### src/rtl/freq_meter_if.sv
// Control and result bundle of the frequency meter.
// CNT_W must match the CNT_W of the freq_meter instance it connects to.
interface freq_meter_if #(
    parameter int CNT_W = 26
);
    logic             start;
    logic             continuous;
    logic             sig_in;
    logic [CNT_W-1:0] freq;
    logic             freq_valid;
    logic             busy;
    logic             overflow;

    modport master (
        output start, continuous, sig_in,
        input  freq, freq_valid, busy, overflow
    );

    modport slave (
        input  start, continuous, sig_in,
        output freq, freq_valid, busy, overflow
    );
endinterface

### src/rtl/freq_meter.sv
// Counts rising edges of an asynchronous square wave over a GATE_CYCLES-clock window.
// Latency: result and freq_valid pulse GATE_CYCLES cycles after busy rises; edges seen 3 clk late.
// No backpressure: freq_valid is a one-cycle pulse, start while busy is dropped.
module freq_meter #(
    parameter int GATE_CYCLES = 50_000_000,
    parameter int CNT_W       = 26
) (
    input  logic         clk,
    input  logic         rst_n,
    freq_meter_if.slave  bus
);
    localparam int               GW   = (GATE_CYCLES > 2) ? $clog2(GATE_CYCLES) : 1;
    localparam logic [GW-1:0]    LAST = GW'(GATE_CYCLES - 1);
    localparam logic [CNT_W-1:0] MAX  = '1;

    typedef enum logic [1:0] {IDLE, GATE, DONE} state_t;

    state_t           state_q;
    logic             sync1_q, sync2_q, prev_q;
    logic [GW-1:0]    gate_cnt_q;
    logic [CNT_W-1:0] edge_cnt_q, edge_cnt_d;
    logic             ovf_q, ovf_d;
    logic             single_q;
    logic [CNT_W-1:0] freq_q;
    logic             freq_valid_q, busy_q, overflow_q;
    logic             rise;

    assign rise = sync2_q & ~prev_q;

    always_comb begin
        edge_cnt_d = edge_cnt_q;
        ovf_d      = ovf_q;
        if (rise) begin
            if (edge_cnt_q == MAX) ovf_d = 1'b1;
            else                   edge_cnt_d = edge_cnt_q + CNT_W'(1);
        end
    end

    always_ff @(posedge clk or negedge rst_n) begin
        if (!rst_n) begin
            state_q      <= IDLE;
            sync1_q      <= 1'b0;
            sync2_q      <= 1'b0;
            prev_q       <= 1'b0;
            gate_cnt_q   <= '0;
            edge_cnt_q   <= '0;
            ovf_q        <= 1'b0;
            single_q     <= 1'b0;
            freq_q       <= '0;
            freq_valid_q <= 1'b0;
            busy_q       <= 1'b0;
            overflow_q   <= 1'b0;
        end else begin
            sync1_q      <= bus.sig_in;
            sync2_q      <= sync1_q;
            prev_q       <= sync2_q;
            freq_valid_q <= 1'b0;
            case (state_q)
                IDLE: begin
                    if (bus.start || bus.continuous) begin
                        state_q    <= GATE;
                        busy_q     <= 1'b1;
                        gate_cnt_q <= '0;
                        edge_cnt_q <= '0;
                        ovf_q      <= 1'b0;
                        // An explicit start always means exactly one window.
                        single_q   <= bus.start;
                    end
                end
                GATE: begin
                    gate_cnt_q <= gate_cnt_q + GW'(1);
                    edge_cnt_q <= edge_cnt_d;
                    ovf_q      <= ovf_d;
                    if (gate_cnt_q == LAST) begin
                        freq_q       <= edge_cnt_d;
                        overflow_q   <= ovf_d;
                        freq_valid_q <= 1'b1;
                        state_q      <= DONE;
                    end
                end
                DONE: begin
                    if (bus.continuous && !single_q) begin
                        state_q    <= GATE;
                        gate_cnt_q <= '0;
                        edge_cnt_q <= '0;
                        ovf_q      <= 1'b0;
                    end else begin
                        state_q <= IDLE;
                        busy_q  <= 1'b0;
                    end
                end
                default: begin
                    state_q <= IDLE;
                    busy_q  <= 1'b0;
                end
            endcase
        end
    end

    assign bus.freq       = freq_q;
    assign bus.freq_valid = freq_valid_q;
    assign bus.busy       = busy_q;
    assign bus.overflow   = overflow_q;
endmodule

### src/flat_wrapper.sv
// flat-port wrapper written by rule: the top's interface ports become plain ports
module freq_meter_flat 
#(
    parameter int GATE_CYCLES = 50_000_000,
    parameter int CNT_W       = 26
)
  (clk, rst_n, bus_start, bus_continuous, bus_sig_in, bus_freq, bus_freq_valid, bus_busy, bus_overflow);
  freq_meter_if #(.CNT_W(CNT_W)) bus_i ();
  input  logic clk;
  input  logic rst_n;
  input wire logic [$bits(bus_i.start)-1:0] bus_start;
  input wire logic [$bits(bus_i.continuous)-1:0] bus_continuous;
  input wire logic [$bits(bus_i.sig_in)-1:0] bus_sig_in;
  output wire logic [$bits(bus_i.freq)-1:0] bus_freq;
  output wire logic [$bits(bus_i.freq_valid)-1:0] bus_freq_valid;
  output wire logic [$bits(bus_i.busy)-1:0] bus_busy;
  output wire logic [$bits(bus_i.overflow)-1:0] bus_overflow;
  assign bus_i.start = bus_start;
  assign bus_i.continuous = bus_continuous;
  assign bus_i.sig_in = bus_sig_in;
  assign bus_freq = bus_i.freq;
  assign bus_freq_valid = bus_i.freq_valid;
  assign bus_busy = bus_i.busy;
  assign bus_overflow = bus_i.overflow;
  freq_meter #(.GATE_CYCLES(GATE_CYCLES), .CNT_W(CNT_W)) u_core (.clk(clk), .rst_n(rst_n), .bus(bus_i));
endmodule
### config.mk
export PLATFORM = sky130hd
export DESIGN_NAME = freq_meter_flat
export DESIGN_NICKNAME = d
export VERILOG_FILES = /design/src/rtl/freq_meter_if.sv /design/src/rtl/freq_meter.sv /design/src/flat_wrapper.sv
export SDC_FILE = /design/constraint.sdc
export NUM_CORES = 1
export LEC_CHECK = 0
export CAP_MARGIN = 20
export CORE_ASPECT_RATIO = 0.5
export CORE_MARGIN = 10
export CORE_UTILIZATION = 39
export DETAILED_ROUTE_END_ITERATION = 16
export HOLD_SLACK_MARGIN = 0.02
export PLACE_DENSITY_LB_ADDON = 0.12
export SLEW_MARGIN = 10
export SYNTH_ARGS = -nofsm -noshare
export SYNTH_HDL_FRONTEND = slang
export SYNTH_SLANG_ARGS = --single-unit
### constraint.sdc
create_clock -name clk -period 2.95 [get_ports clk]
set_input_delay 0.4425 -clock clk [delete_from_list [all_inputs] [get_ports clk]]
set_output_delay 0.4425 -clock clk [all_outputs]
set_load 0.1 [all_outputs]
# Yosys cells after proc, flatten, opt, wreduce, memory -nomap -nowiden
# Cells that the tools add are included.
# Widths: inputs -> output; s select.
# totals
regBits,88
inputBits,5
output_inout_bits,29
elab_cells,55
# op_classes
n_addsub,2
eq_ne,8
mux,20
bitwise_logic,3
n_reduce_logical,10
# ops
cell,n
$pmux 26 s3,2
$mux 26,4
$add 26x1->26 const B,2
$eq 26x26->1 const B,2
$mux 1,9
$ne 2x1->1 const B,3
$pmux 1 s3,2
$pmux 2 s3,1
$reduce_and 2->1,3
$reduce_and 3->1,2
$mux 2,2
$reduce_bool 3->1,1
$eq 2x1->1 const B,1
$eq 2x2->1 const B,1
$logic_not 2->1,1
$ne 2x2->1 const B,1
$not 1->1,2
$and 1x1->1,1
$logic_and 1x1->1,1
$logic_not 1->1,1
$logic_or 1x1->1,1

# Longest topological paths before layout
# depth
word_depth,4
ltp_mapped,8

# Least setup slack after synthesis
# Ideal clock, no wire load.
# synth_timing
path_kind,flip-flop to flip-flop
from,register u_core.gate_cnt_q[0]
to,register u_core.gate_cnt_q[24]
arrival_ns,2.428
required_ns,2.872
path_slack_ns,0.444
stages_incl_launch_ff,8
n_path_buf,1
cell_sequence,dfrtp_1 ha_1 nand2_2 or4_4 or4_1 buf_2 or4_1 a21oi_1
# synth_via
elab_chain_len,2
# synth_lines
item,line_no,text
start: declaration,freq_meter.sv:20,logic [GW-1:0] gate_cnt_q;
start signal: assignment,freq_meter.sv:71,gate_cnt_q <= gate_cnt_q + GW'(1);
$add 26x1->26,freq_meter.sv:71,
$pmux 26 s3,freq_meter.sv:58,case (state_q)
# No other way between the ends.
# A chain may end at the register's enable or synchronous reset.

# Final worst setup path
# Ends and elaborated chain as after synthesis.

==> impl_metrics.toml <==
[timing]
setup_viol = 0
finalClockSkew_ns = 0.00805
tightest_slew_ns = 1.06
slew_headroom_pct = 28.7
fin_crit_ns = 2.65
hold_ws_ns = 0.128
tns_ns = 0
hold_viol = 0
fmax_mhz = 377
post-route-period-util_pct = 90.0
final_max_slew_viol_count = 0
rsz0062_at_grt = "no"

[cells_and_area]
drive_gt1_share_pct = 13.1
syn2layout_area_growth_pct = 17.1
nets = 559
final_cell_area_mm2 = 0.00548
multi_input_area_mm2 = 0.00231
final_common_cell = "dfrtp_1"
final_cell_mix = "dfrtp_1, nand2_1, buf_4"
n_fill_cell = 1197
diodes = 0
seq_area_mm2 = 0.00220
final_cell_count_no_fill = 722

[synthesis]
postSynth.asyncResetShare_pct = 100
synth_edf_count = 0
synth_warnings = 0
yosys-top-cells-area = "dfrtp_1, nand2_1, xnor2_1"
yosysSeqAreaShare_pct = 47.1
yosys.area.top_type = "dfrtp_1"
synthCells = 520
synthesis.area_mm2 = 0.00468
synth_top_area_share_pct = 47.1
synth_area_per_cell_um2 = 9.00
synth_nets = 527
synthFlopType = "dfrtp_1"
yosys.cell_types.count = 53
synth_seq_cells = 88

[power_and_ir_drop]
seqPwrFrac_pct = 47.5
p_sw_mw = 1.16
switching_share_pct = 33.6
clockPowerShare_pct = 32.0
max-vdd-ir-drop_v = 0.000245
leakagePower_nw = 2.26
p_comb_share_pct = 20.5
power.density_mw_per_mm2 = 628
internal-power_mw = 2.29

[floorplanning]
die_width_um = 175
start_util_pct = 39.8
core-area_mm2 = 0.0118
io_pins = 34
die_h_um = 97.5
dieArea_mm2 = 0.0170
placementRows = 28

[drt]
ant_nets = 0
first_iter_violations = 309
wirelength_um = 11800
wire_per_inst_um = 16.3
num_vias = 4048
dr.pass1.iters = 4
avgViaCountPerCell = 5.61
route.detailed.drc = 0

[clock_tree]
clk_path_buf_depth = 2
clock_sink_count = 88
cts_buffers = 9
worstSkewPairLatency_ns = 0.34
cts_tree = "done"
cts-root-buf = "clkbuf_16"
post_cts_resized = 0
cts_setup_buffers = 0
ctsHoldBuffers = 0
clkSlewWorstSetupHoldPaths_ns = 0.06
htreeDepth = 3

[setup_path]
cpMostUsedCell = "or4_1"
path_delay_family = "simple AND/OR/NAND/NOR gates"
crit_path_end_kind = "flop"
cpPeakStageDelay_ns = 0.63
cp_max_fo = 8
path_buf_inv = 0
cp.required_ns = 3.21
path_class = "flop to flop"
r2r_setup_slack_ns = 0.30
rr_endpoint = "u_core.gate_cnt_q[24]"
startpoint_type = "flop"
r2r_start = "u_core.gate_cnt_q[0]"
worst_ep_arrival_time_ns = 2.92
worst_path_max_delay_cell = "or4_1"
worstPathCellList = "ha_1, nand2_2, or4_4, or4_1, or4_1, a21oi_1"
reg2regPathDepth = 6

[global_routing]
grt_max_degree = 51
grt_pass1_vias = 3873
grt_overflow = 0
grtUsageTotal_pct = 14.1
grt_pass1_wl_um = 19900
antenna_found_initial = 0

[job]
max_cap_violations = 0

[hold_path]
hold_class = "input pin to asynchronous set/reset pin"

[placement]
dpl_cell_area_mm2 = 0.00519
gp_congestion = 0.792
portBuffers = 33
dp_hpwl_um = 8040
dp.cells = 706

[status]
status = "finished, final reports clean"
how the worst max path moves through the flow:
stage / startpoint / end / cells past startpoint
after floorplan: u_core.gate_cnt_q[0] / u_core.gate_cnt_q[24] / 7
after global placement: u_core.gate_cnt_q[0] / u_core.gate_cnt_q[24] / 6
after detailed placement: u_core.gate_cnt_q[0] / u_core.gate_cnt_q[24] / 6
after CTS: u_core.gate_cnt_q[0] / u_core.gate_cnt_q[24] / 6
after global routing: u_core.gate_cnt_q[0] / u_core.gate_cnt_q[24] / 6
final: u_core.gate_cnt_q[0] / u_core.gate_cnt_q[24] / 6
power by group through the flow:
stage | clock (mW) | combinational (mW) | sequential [mW]
final | 1.10 | 0.704 | 1.64
after global routing | 1.19 | 0.801 | 1.68
after CTS | 1.14 | 0.707 | 1.63
after detailed placement | 0 | 0.705 | 1.65
after global placement | 0 | 0.699 | 1.64
after floorplan | 0 | 0.600 | 1.53
stage by stage:
stage	worst slack (ns)	util [%]	power, mW
floorplan	0.444	-	2.13
global placement	0.344	44.1	2.34
detailed placement	0.290	44.1	2.35
CTS	0.291	46.6	3.47
global route	0.125	46.6	3.66
finish	0.296	46.6	3.44
cells in the mapped netlist, types with 2 or more instances:
| cell type | number |
|---|---|
| dfrtp_1 | 88 |
| nand2_1 | 57 |
| nor2_1 | 35 |
| o21ai_0 | 34 |
| nand3_1 | 30 |
| clkbuf_1 | 29 |
| a21oi_1 | 24 |
| or4_1 | 22 |
| xnor2_1 | 22 |
| a31oi_1 | 20 |
| nand4_1 | 17 |
| nor4_1 | 16 |
| o211ai_1 | 12 |
| inv_1 | 11 |
| nor3_1 | 11 |
| o31ai_1 | 9 |
| or3_1 | 9 |
| and2_1 | 5 |
| and3_1 | 5 |
| nand2b_1 | 5 |
| nor2b_1 | 5 |
| and4_1 | 4 |
| xor2_1 | 4 |
| a22o_1 | 3 |
| a41oi_1 | 3 |
| nand4b_1 | 3 |
| nor4b_1 | 3 |
| a211oi_1 | 2 |
| a21o_1 | 2 |
| a2bb2oi_1 | 2 |
| buf_1 | 2 |
| buf_2 | 2 |
| ha_1 | 2 |
| mux2i_1 | 2 |
| o311ai_0 | 2 |
sequential cells by signal (all words and copies together), names as in the netlist:
| signal | count |
|---|---|
| u_core.bus.freq | 26 |
| u_core.edge_cnt_q | 26 |
| u_core.gate_cnt_q | 26 |
| u_core.state_q | 2 |
| u_core.bus.busy | 1 |
| u_core.bus.freq_valid | 1 |
| u_core.bus.overflow | 1 |
| u_core.ovf_q | 1 |
| u_core.prev_q | 1 |
| u_core.single_q | 1 |
| u_core.sync1_q | 1 |
| u_core.sync2_q | 1 |
area by class of cell:
type / instances / share of cell area [%]
Tap cell: 165 / 3.77
Multi-Input combinational cell: 387 / 42.2
Timing Repair Buffer: 54 / 7.76
Clock inverter: 2 / 0.228
Inverter: 12 / 0.822
Clock buffer: 14 / 5.00
Sequential cell: 88 / 40.2
layer usage:
layer	part of all wire [%]	GRT usage (%)
met1	51	19.3
met2	46	21.7
met3	3.2	3.49
met4	0.81	3.50
met5	0	0
worst register-to-register path, stage by stage (launching register included):
cell and delay (ns):
dfrtp_1 0.38, ha_1 0.24, nand2_2 0.12, or4_4 0.55, or4_1 0.63, or4_1 0.50, a21oi_1 0.14
kinds of logic (layout without fill, tap and decap cells):
group	count (synthesis)	count (layout)	share of synthesized area, %
buf+inv	45	82	3.66
compound gates	122	122	16.5
flops	88	88	47.1
fa+ha+maj	2	2	0.535
simple gates	235	235	27.0
xor+xnor	26	26	4.87
mux	2	2	0.428
Power figures use the tool's default switching activity.
